`config.mk`:
```
export PLATFORM = sky130hd
export DESIGN_NAME = ddr3_mem_arbiter_flat
export DESIGN_NICKNAME = d
export VERILOG_FILES = /design/src/rtl/ddr3_mem_arbiter_if.sv /design/src/rtl/ddr3_mem_arbiter.sv /design/src/flat_wrapper.sv
export SDC_FILE = /design/constraint.sdc
export NUM_CORES = 1
export LEC_CHECK = 0
export ABC_AREA = 1
export CAP_MARGIN = 20
export CORE_AREA = 4 4 396 398
export CTS_CLUSTER_DIAMETER = 80
export DETAILED_ROUTE_END_ITERATION = 10
export DIE_AREA = 0 0 400 402
export GPL_TIMING_DRIVEN = 0
export SYNTH_ARGS = -nofsm -noshare
export SYNTH_HDL_FRONTEND = slang
export SYNTH_SLANG_ARGS = --single-unit
```
`constraint.sdc`:
```
create_clock -name clock -period 3.1 [get_ports clock]
set_clock_uncertainty 0.1 [all_clocks]
set_input_delay 0.465 -clock clock [delete_from_list [all_inputs] [get_ports clock]]
set_output_delay 0.465 -clock clock [all_outputs]
set_load 0.01 [all_outputs]
```
`src/rtl/ddr3_mem_arbiter_if.sv`:
```
// Bundle of the two requester ports and the ddr3_core request/response port.
// DDR3_ARB_STATS_EN adds the grant and stall counters to the bundle.
interface ddr3_mem_arbiter_if;
   logic [1:0][15:0]  wr;
   logic [1:0]        rd;
   logic [1:0][31:0]  addr;
   logic [1:0][127:0] write_data;
   logic [1:0][15:0]  req_id;
   logic [1:0]        accept;
   logic [1:0]        ack;
   logic [1:0]        error;
   logic [1:0][15:0]  resp_id;
   logic [1:0][127:0] read_data;

   logic [15:0]       mem_wr;
   logic              mem_rd;
   logic [31:0]       mem_addr;
   logic [127:0]      mem_write_data;
   logic [15:0]       mem_req_id;
   logic              mem_accept;
   logic              mem_ack;
   logic              mem_error;
   logic [15:0]       mem_resp_id;
   logic [127:0]      mem_read_data;

`ifdef DDR3_ARB_STATS_EN
   logic [1:0][31:0]  grants;
   logic [31:0]       stall_cycles;
`endif

   modport slave (
      input  wr, rd, addr, write_data, req_id,
      input  mem_accept, mem_ack, mem_error, mem_resp_id, mem_read_data,
`ifdef DDR3_ARB_STATS_EN
      output grants, stall_cycles,
`endif
      output accept, ack, error, resp_id, read_data,
      output mem_wr, mem_rd, mem_addr, mem_write_data, mem_req_id
   );

   modport master (
      output wr, rd, addr, write_data, req_id,
      output mem_accept, mem_ack, mem_error, mem_resp_id, mem_read_data,
`ifdef DDR3_ARB_STATS_EN
      input  grants, stall_cycles,
`endif
      input  accept, ack, error, resp_id, read_data,
      input  mem_wr, mem_rd, mem_addr, mem_write_data, mem_req_id
   );
endinterface

```
`src/rtl/ddr3_mem_arbiter.sv`:
```
// Two-port round-robin arbiter in front of the ddr3_core request port, with outstanding limit.
// Optional DDR3_ARB_STATS_EN adds per-port grant counters and an outstanding-stall counter.
//
// state | meaning
// IDLE  | no request held; may grant a valid port if below the outstanding limit
// REQ   | captured request presented on mem_*, waiting for mem_accept
module ddr3_mem_arbiter #(
   parameter int MAX_OUTSTANDING = 4,
   parameter int OUT_W           = 3
) (
   input logic               clock,
   input logic               reset_n,
   ddr3_mem_arbiter_if.slave bus
);

   typedef enum logic {IDLE, REQ} state_t;

   state_t           state, state_nxt;
   logic             last;
   logic [OUT_W-1:0] outstanding;
   logic [1:0]       valid;
   logic [1:0]       accept;
   logic             eligible;
   logic             grant_any;
   logic             grant_port;
   logic             inc;
   logic             dec;
   logic             unused_id_msb;

   assign valid[0]      = bus.rd[0] | (|bus.wr[0]);
   assign valid[1]      = bus.rd[1] | (|bus.wr[1]);
   assign eligible      = outstanding < OUT_W'(MAX_OUTSTANDING);
   assign unused_id_msb = bus.req_id[0][15] ^ bus.req_id[1][15];

   always_comb begin
      state_nxt  = state;
      grant_any  = 1'b0;
      grant_port = 1'b0;
      accept     = 2'b00;
      case (state)
         IDLE: begin
            if (eligible && (|valid)) begin
               grant_any          = 1'b1;
               // on a tie the port that did not win last time goes first
               grant_port         = (valid == 2'b11) ? ~last : valid[1];
               accept[grant_port] = 1'b1;
               state_nxt          = REQ;
            end
         end
         REQ: begin
            if (bus.mem_accept) state_nxt = IDLE;
         end
         default: state_nxt = IDLE;
      endcase
   end

   assign bus.accept = accept;
   assign inc        = (state == REQ) && bus.mem_accept;
   assign dec        = bus.mem_ack && (outstanding != '0);

   always_ff @(posedge clock or negedge reset_n) begin
      if (!reset_n) begin
         state       <= IDLE;
         last        <= 1'b1;
         outstanding <= '0;
      end else begin
         state <= state_nxt;
         if (grant_any) last <= grant_port;
         case ({inc, dec})
            2'b10:   outstanding <= outstanding + 1'b1;
            2'b01:   outstanding <= outstanding - 1'b1;
            default: outstanding <= outstanding;
         endcase
      end
   end

   always_ff @(posedge clock or negedge reset_n) begin
      if (!reset_n) begin
         bus.mem_wr         <= '0;
         bus.mem_rd         <= 1'b0;
         bus.mem_addr       <= '0;
         bus.mem_write_data <= '0;
         bus.mem_req_id     <= '0;
      end else if (grant_any) begin
         bus.mem_wr         <= bus.wr[grant_port];
         // a nonzero mask turns a combined rd+wr request into a write
         bus.mem_rd         <= bus.rd[grant_port] & ~(|bus.wr[grant_port]);
         bus.mem_addr       <= bus.addr[grant_port];
         bus.mem_write_data <= bus.write_data[grant_port];
         bus.mem_req_id     <= {grant_port, bus.req_id[grant_port][14:0]};
      end else if (inc) begin
         bus.mem_wr <= '0;
         bus.mem_rd <= 1'b0;
      end
   end

   always_ff @(posedge clock or negedge reset_n) begin
      if (!reset_n) begin
         bus.ack       <= '0;
         bus.error     <= '0;
         bus.resp_id   <= '0;
         bus.read_data <= '0;
      end else begin
         bus.ack <= {bus.mem_ack & bus.mem_resp_id[15], bus.mem_ack & ~bus.mem_resp_id[15]};
         if (bus.mem_ack) begin
            bus.error     <= {2{bus.mem_error}};
            bus.resp_id   <= {2{1'b0, bus.mem_resp_id[14:0]}};
            bus.read_data <= {2{bus.mem_read_data}};
         end
      end
   end

`ifdef DDR3_ARB_STATS_EN
   always_ff @(posedge clock or negedge reset_n) begin
      if (!reset_n) begin
         bus.grants       <= '0;
         bus.stall_cycles <= '0;
      end else begin
         if (grant_any) bus.grants[grant_port] <= bus.grants[grant_port] + 32'd1;
         if ((state == IDLE) && (|valid) && !eligible) bus.stall_cycles <= bus.stall_cycles + 32'd1;
      end
   end
`endif

endmodule

```
`src/flat_wrapper.sv`:
```
// flat-port wrapper written by rule: the top's interface ports become plain ports
module ddr3_mem_arbiter_flat 
#(
   parameter int MAX_OUTSTANDING = 4,
   parameter int OUT_W           = 3
)
  (clock, reset_n, bus_wr, bus_rd, bus_addr, bus_write_data, bus_req_id, bus_mem_accept, bus_mem_ack, bus_mem_error, bus_mem_resp_id, bus_mem_read_data, bus_accept, bus_ack, bus_error, bus_resp_id, bus_read_data, bus_mem_wr, bus_mem_rd, bus_mem_addr, bus_mem_write_data, bus_mem_req_id);
  ddr3_mem_arbiter_if bus_i ();
  input logic clock;
  input logic reset_n;
  input wire logic [$bits(bus_i.wr)-1:0] bus_wr;
  input wire logic [$bits(bus_i.rd)-1:0] bus_rd;
  input wire logic [$bits(bus_i.addr)-1:0] bus_addr;
  input wire logic [$bits(bus_i.write_data)-1:0] bus_write_data;
  input wire logic [$bits(bus_i.req_id)-1:0] bus_req_id;
  input wire logic [$bits(bus_i.mem_accept)-1:0] bus_mem_accept;
  input wire logic [$bits(bus_i.mem_ack)-1:0] bus_mem_ack;
  input wire logic [$bits(bus_i.mem_error)-1:0] bus_mem_error;
  input wire logic [$bits(bus_i.mem_resp_id)-1:0] bus_mem_resp_id;
  input wire logic [$bits(bus_i.mem_read_data)-1:0] bus_mem_read_data;
  output wire logic [$bits(bus_i.accept)-1:0] bus_accept;
  output wire logic [$bits(bus_i.ack)-1:0] bus_ack;
  output wire logic [$bits(bus_i.error)-1:0] bus_error;
  output wire logic [$bits(bus_i.resp_id)-1:0] bus_resp_id;
  output wire logic [$bits(bus_i.read_data)-1:0] bus_read_data;
  output wire logic [$bits(bus_i.mem_wr)-1:0] bus_mem_wr;
  output wire logic [$bits(bus_i.mem_rd)-1:0] bus_mem_rd;
  output wire logic [$bits(bus_i.mem_addr)-1:0] bus_mem_addr;
  output wire logic [$bits(bus_i.mem_write_data)-1:0] bus_mem_write_data;
  output wire logic [$bits(bus_i.mem_req_id)-1:0] bus_mem_req_id;
  assign bus_i.wr = bus_wr;
  assign bus_i.rd = bus_rd;
  assign bus_i.addr = bus_addr;
  assign bus_i.write_data = bus_write_data;
  assign bus_i.req_id = bus_req_id;
  assign bus_i.mem_accept = bus_mem_accept;
  assign bus_i.mem_ack = bus_mem_ack;
  assign bus_i.mem_error = bus_mem_error;
  assign bus_i.mem_resp_id = bus_mem_resp_id;
  assign bus_i.mem_read_data = bus_mem_read_data;
  assign bus_accept = bus_i.accept;
  assign bus_ack = bus_i.ack;
  assign bus_error = bus_i.error;
  assign bus_resp_id = bus_i.resp_id;
  assign bus_read_data = bus_i.read_data;
  assign bus_mem_wr = bus_i.mem_wr;
  assign bus_mem_rd = bus_i.mem_rd;
  assign bus_mem_addr = bus_i.mem_addr;
  assign bus_mem_write_data = bus_i.mem_write_data;
  assign bus_mem_req_id = bus_i.mem_req_id;
  ddr3_mem_arbiter #(.MAX_OUTSTANDING(MAX_OUTSTANDING), .OUT_W(OUT_W)) u_core (.clock(clock), .reset_n(reset_n), .bus(bus_i));
endmodule
```
== After elaboration in Yosys (flattened, before gate mapping) ==
Index checks and enable logic that the tools add are counted.
Word-level totals
  register bits: 344
  latch bits: 0
  RAM bits: 0
  ROM bits: 0
  input port bits: 535
  output and inout port bits: 487
  word-level logic and storage cells: 67
  memories: 0
Cells by class
  $add $sub $neg: 2
  multiply operators: 0
  divide/modulo/power cells: 0
  $lt $le $gt $ge: 4
  equal/unequal tests: 3
  shift operators: 0
  muxes and demuxes: 26
  bitwise operators: 9
  reductions and logical operators: 11
Operators by type and width (count)
  two-way mux 128 bit: 2
  two-way mux 16 bit: 4
  two-way mux 32 bit: 2
  OR reduction 16 bit: 3
  two-way mux 15 bit: 2
  two-way mux 1 bit: 11
  case mux 3 bit (2 select lines): 1
  == test 2 bit (second input constant): 2
  logical AND 1 bit: 4
  < comparator 1 x 2 -> 1 bit (second input constant): 2
  two-way mux 2 bit: 2
  inverter 1 bit: 4
  nonzero test 2 bit: 2
  adder 3 x 1 -> 3 bit (second input constant): 1
  AND 1 bit: 3
  < comparator 3 bit (second input constant): 1
  nonzero test 3 bit: 1
  subtractor 3 x 1 -> 3 bit (second input constant): 1
  == test 2 x 1 -> 1 bit (second input constant): 1
  OR 1 bit: 2
  case mux 1 bit (2 select lines): 1
  OR reduction 2 bit: 1
  demux 1 bit (select 1 bit): 1
  greater-or-equal comparator 1 bit (second input constant): 1

== Longest topological paths before layout ==
Gate-level depths: netlist of the first run.
  depth in word-level cells: 12
  mapped depth: 16
  gate-level depth less buffers: 14

== Least setup slack after synthesis of the first run ==
Ideal clock, no wire load.
  path type: input to register
  from: input bus_mem_ack
  to: register u_core.outstanding[2]
  setup time: 0.131 ns
  arrival: 1.960 ns
  required time: 2.869 ns
  path slack: 0.910 ns
  stages: 10
  path buffers: 2
  path through: inv_1 clkbuf_1 clkbuf_1 a31oi_1 ha_1 inv_1 fa_1 a21oi_1 o21ai_0 xor2_1
Between the ends
  cells in the longest elaborated chain, start to end: 3
  elaborated cells on any way between the ends: 5
  classes of those cells: 2 x eq/ne; 1 x mux; 2 x reduce/logical
RTL lines
  start: declaration: line flat_wrapper.sv:17  | input wire logic [$bits(bus_i.mem_ack)-1:0] bus_mem_ack;
  logical AND 1 bit (*): line ddr3_mem_arbiter.sv:59  | assign dec = bus.mem_ack && (outstanding != '0);
  == test 2 x 1 -> 1 bit or == test 2 bit (tied branches): line ddr3_mem_arbiter.sv:69  | case ({inc, dec})
  case mux 3 bit (2 select lines) or nonzero test 2 bit (tied branches)
  end signal: assignment: line ddr3_mem_arbiter.sv:70  | 2'b10: outstanding <= outstanding + 1'b1;
  end signal: assignment: line ddr3_mem_arbiter.sv:71  | 2'b01: outstanding <= outstanding - 1'b1;
  end signal: assignment: line ddr3_mem_arbiter.sv:72  | default: outstanding <= outstanding;
  end: declaration: line ddr3_mem_arbiter.sv:20  | logic [OUT_W-1:0] outstanding;
Every way passes the cells marked *; elsewhere a longest branch is shown, timed or not.
A chain may end at the register's enable or synchronous reset.

== Final worst setup path of the first run ==
  from: input bus_wr[29]
  to: output bus_accept[0]
Between the ends
  cells in the longest elaborated chain, start to end: 10
  elaborated cells on any way between the ends: 13
  classes of those cells: 2 x order compare; 1 x eq/ne; 5 x mux; 1 x bitwise; 4 x reduce/logical
RTL lines
  start: declaration: line flat_wrapper.sv:11  | input wire logic [$bits(bus_i.wr)-1:0] bus_wr;
  OR reduction 16 bit (*): line ddr3_mem_arbiter.sv:31  | assign valid[1] = bus.rd[1] | (|bus.wr[1]);
  OR 1 bit (*): line ddr3_mem_arbiter.sv:31
  == test 2 bit: line ddr3_mem_arbiter.sv:45  | grant_port = (valid == 2'b11) ? ~last : valid[1];
  two-way mux 1 bit: line ddr3_mem_arbiter.sv:45
  < comparator 1 x 2 -> 1 bit (implied by the code) or greater-or-equal comparator 1 bit (tied branches): line ddr3_mem_arbiter.sv:46  | accept[grant_port] = 1'b1;
  logical AND 1 bit (implied by the code): line ddr3_mem_arbiter.sv:46
  two-way mux 1 bit (implied by the code): line ddr3_mem_arbiter.sv:46
  demux 1 bit (select 1 bit)
  two-way mux 2 bit (*): line ddr3_mem_arbiter.sv:42  | if (eligible && (|valid)) begin
  two-way mux 2 bit (*): line ddr3_mem_arbiter.sv:40  | case (state)
  end: declaration: line flat_wrapper.sv:21  | output wire logic [$bits(bus_i.accept)-1:0] bus_accept;
Marked as above.

==> results of run 1 <==
-- routing by layer --
metal,routed length (microns),global-route usage
met1,47300,0.167
met2,64800,0.275
met3,11200,0.0475
met4,3500,0.0364
met5,7,0
-- per-stage QoR --
stage	cells	total power, mW	TNS, ps	utilization	worst slack [ps]
after floorplan	1893	11.2	0	-	910
after global placement	4954	19.4	-5408540	0.185	-15620
after detailed placement	4957	19.4	-64200	0.186	-1250
after CTS	5050	25.6	0	0.198	38.3
after global routing	5053	26.6	0	0.198	6.52
final	5056	25.0	0	0.198	72.6
-- worst max-delay path, stage by stage --
cell and delay (ps):
clkdlybuf4s50_1 470, inv_1 110, nand4_1 130, nor2_2 190, nand2_4 90, o21a_4 210, buf_12 160, nand2_1 110
inv_4 60, buf_6 150, dlygate4sd2_1 300
-- state kept, by name, summed over array words and instances, names as in the netlist, 2 cells and up --
register and flops:
u_core.bus.mem_req_id 16, u_core.bus.mem_wr 16, u_core.bus.ack 2, u_core.bus.resp_id 15, u_core.bus.read_data 128, u_core.bus.mem_write_data 128
u_core.outstanding 3, u_core.bus.mem_addr 32
-- cells by family (layout without fill, tap and decap cells) --
| family | after synthesis | in the layout | share of synthesized area |
|---|---|---|---|
| xor+xnor | 2 | 2 | 0.00112 |
| compound gates | 306 | 306 | 0.101 |
| other cells | 1 | 8 | 0.000239 |
| flops | 344 | 344 | 0.550 |
| simple gates | 958 | 958 | 0.236 |
| fa+ha+maj | 2 | 2 | 0.00208 |
| buf+inv | 279 | 1392 | 0.110 |
-- cell usage in the layout (no fill, tap or decap), types with 3 or more instances in the layout --
cell type        count
nand4_1              8
nor2_2               4
o21ai_0            196
nand3_1             38
buf_2               49
clkbuf_1            57
buf_1                3
dfrtp_1            343
clkbuf_8             5
clkbuf_16           48
clkdlybuf4s50_1   1002
buf_6                6
nand2_1            738
a22o_1              12
bufinv_16            5
inv_6                3
clkinv_4             3
buf_16               3
diode_2              6
inv_2                6
buf_12               3
nor2_1             158
o21ai_1             94
inv_1               14
buf_4              156
clkinv_2             6
dlygate4sd2_1       13
nor2_4               6
-- power groups by stage --
stage,Combinational (mW),Sequential [mW],Clock [mW]
after floorplan,3.82,7.43,0
after global placement,12.2,7.17,0
after detailed placement,12.2,7.17,0
after CTS,12.4,7.15,6.04
after global routing,13.1,7.29,6.21
final,12.0,7.14,5.84
-- area by class of cell --
type / instances / area share
timing repair buffer: 1028 / 0.341
sequential: 344 / 0.284
multi-input combinational: 1270 / 0.179
inverter: 21 / 0.00268
tap: 2044 / 0.0844
buffer: 257 / 0.0555
clock inverter: 21 / 0.0103
antenna: 6 / 0.000495
clock buffer: 65 / 0.0434
-- what timing repair did --
action | 4_1_cts | 5_1_grt
endpoints found under the hold margin | 62 | 0
buffers inserted | 7 | 0
hold buffers | 1 | 0
endpoints found under the setup margin | 2 | 0
gates resized for setup | 51 | 0
-- final timing paths --
check                                        startpoint                             to  slack (ps)  cells after the start
max in group asynchronous                       reset_n  u_core.bus.mem_write_data[58]        1190                      4
hold / removal                   bus_mem_read_data[119]      u_core.bus.read_data[119]         280                      3
min in group asynchronous                       reset_n       u_core.bus.read_data[22]         330                      2
hold reg to reg            u_core.bus.mem_write_data[8]   u_core.bus.mem_write_data[8]         380                      2
setup / recovery                             bus_wr[29]                  bus_accept[0]          70                     11
setup reg to reg                           u_core.state  u_core.bus.mem_write_data[55]         630                      9
==> impl_metrics.py, run 1 <==
metrics = {
    "finish": {
        "multi_input_area_sq_um": 5410,
        "n_fill_cell": 17040,
        "seqCellArea_sq_um": 8610,
        "drive_above_1_share": 0.106,
        "final_area_sq_um": 30300,
        "nets": 3507,
        "syn_to_final_growth_pct": 93.5,
    },
    "logic_synthesis": {
        "ys_types": 30,
        "yosys_warnings": 0,
        "yosysSeqAreaShare": 0.550,
        "synth_enable_flop_cells": 0,
        "synth_most_common_cell": "nand2_1",
        "avgSynthCellArea_sq_um": 8.28,
        "ys.flop_type": "dfrtp_1",
        "async_reset_ff_frac": 1.00,
        "syn_area_sq_um": 15700,
        "synth_top_cell_by_area": "dfrtp_1",
        "synth_top_area_share": 0.548,
        "synth_seq_cells": 344,
        "postSynthCellCount": 1892,
        "synth_commonest_cells": "nand2_1, dfrtp_1, o21ai_0, nor2_1, buf_4",
        "synth_area_leaders": "dfrtp_1, nand2_1, buf_4",
    },
    "place": {
        "dpl_cell_area_sq_um": 28500,
        "portBuffers": 1017,
        "detailed_place_hpwl_microns": 109000,
        "place_congestion": 0.925,
    },
    "timing": {
        "fin_crit_ps": 3030,
        "slew_headroom": 0.347,
        "hold_viol_final": 0,
        "tightestPinTransition_ps": 980,
        "setup_viol": 0,
        "maxSlewViolCount": 0,
        "hold_ws_ps": 282,
        "grt_setup_unrepaired": "false",
        "max_freq_ghz": 0.330,
        "period_share": 0.977,
    },
    "floorplan": {
        "die-area_sq_um": 161000,
        "core_region_area_sq_um": 153000,
        "die_x_microns": 400,
        "start_util": 0.102,
        "die_h_microns": 402,
        "rows": 144,
        "ioPinCount": 1022,
    },
    "clocking": {
        "cts_tree": "yes",
        "cts_sinks": 344,
        "clk_latency_ps": 640,
        "cts-htree-levels": 2,
        "cts-buffers-inserted": 48,
        "clock-root-buffer": "clkbuf_16",
        "cts_buffer_depth": 3,
        "cts.clk_slew.worst_paths_ps": 60,
    },
    "power": {
        "seq_power_share": 0.286,
        "powerDensity_nw_per_um2": 825,
        "switching_power_mw": 10.6,
        "clkPwrFrac": 0.233,
        "combPwrFrac": 0.481,
        "ir_drop_mv": 0.449,
        "p_leak_nw": 13.0,
        "switching_share": 0.425,
        "intPower_mw": 14.4,
    },
    "route": {
        "dr.pass1.iters": 5,
        "wl_microns": 127000,
        "wl_per_cell_microns": 25.1,
        "num_vias": 17644,
        "drtAntennaViolNets": 0,
        "drc": 0,
        "vias_per_cell": 3.49,
        "drt_iter0_markers": 1158,
    },
    "hold_path": {
        "hold_path_class": "input port to flip-flop",
    },
    "setup_path": {
        "cp.required_ps": 2530,
        "critPathCaptureType": "output port",
        "arrival_ps": 2460,
        "worstSetupPathType": "input port to output port",
        "crit_fanout": 11,
        "worst_setup_path_start_kind": "input port",
    },
    "global_route": {
        "grt_max_degree": 104,
        "overflow": 0,
        "grt_pass1_vias": 17892,
        "grt_pass1_wl_microns": 163000,
        "grt_use_total": 0.150,
        "antenna_found_initial": 38,
    },
    "run": {
        "max-cap-violations": 0,
    },
    "status": {
        "status": "completed",
    },
}
Note: power is estimated with default switching activity, not from simulation.
==> run 2, diff against run 1 <==
Settings changed: HOLD_SLACK_MARGIN from default to 0.08.
==> results of run 2 <==
The final DEF is identical to that of run 1; final timing and power are the same.
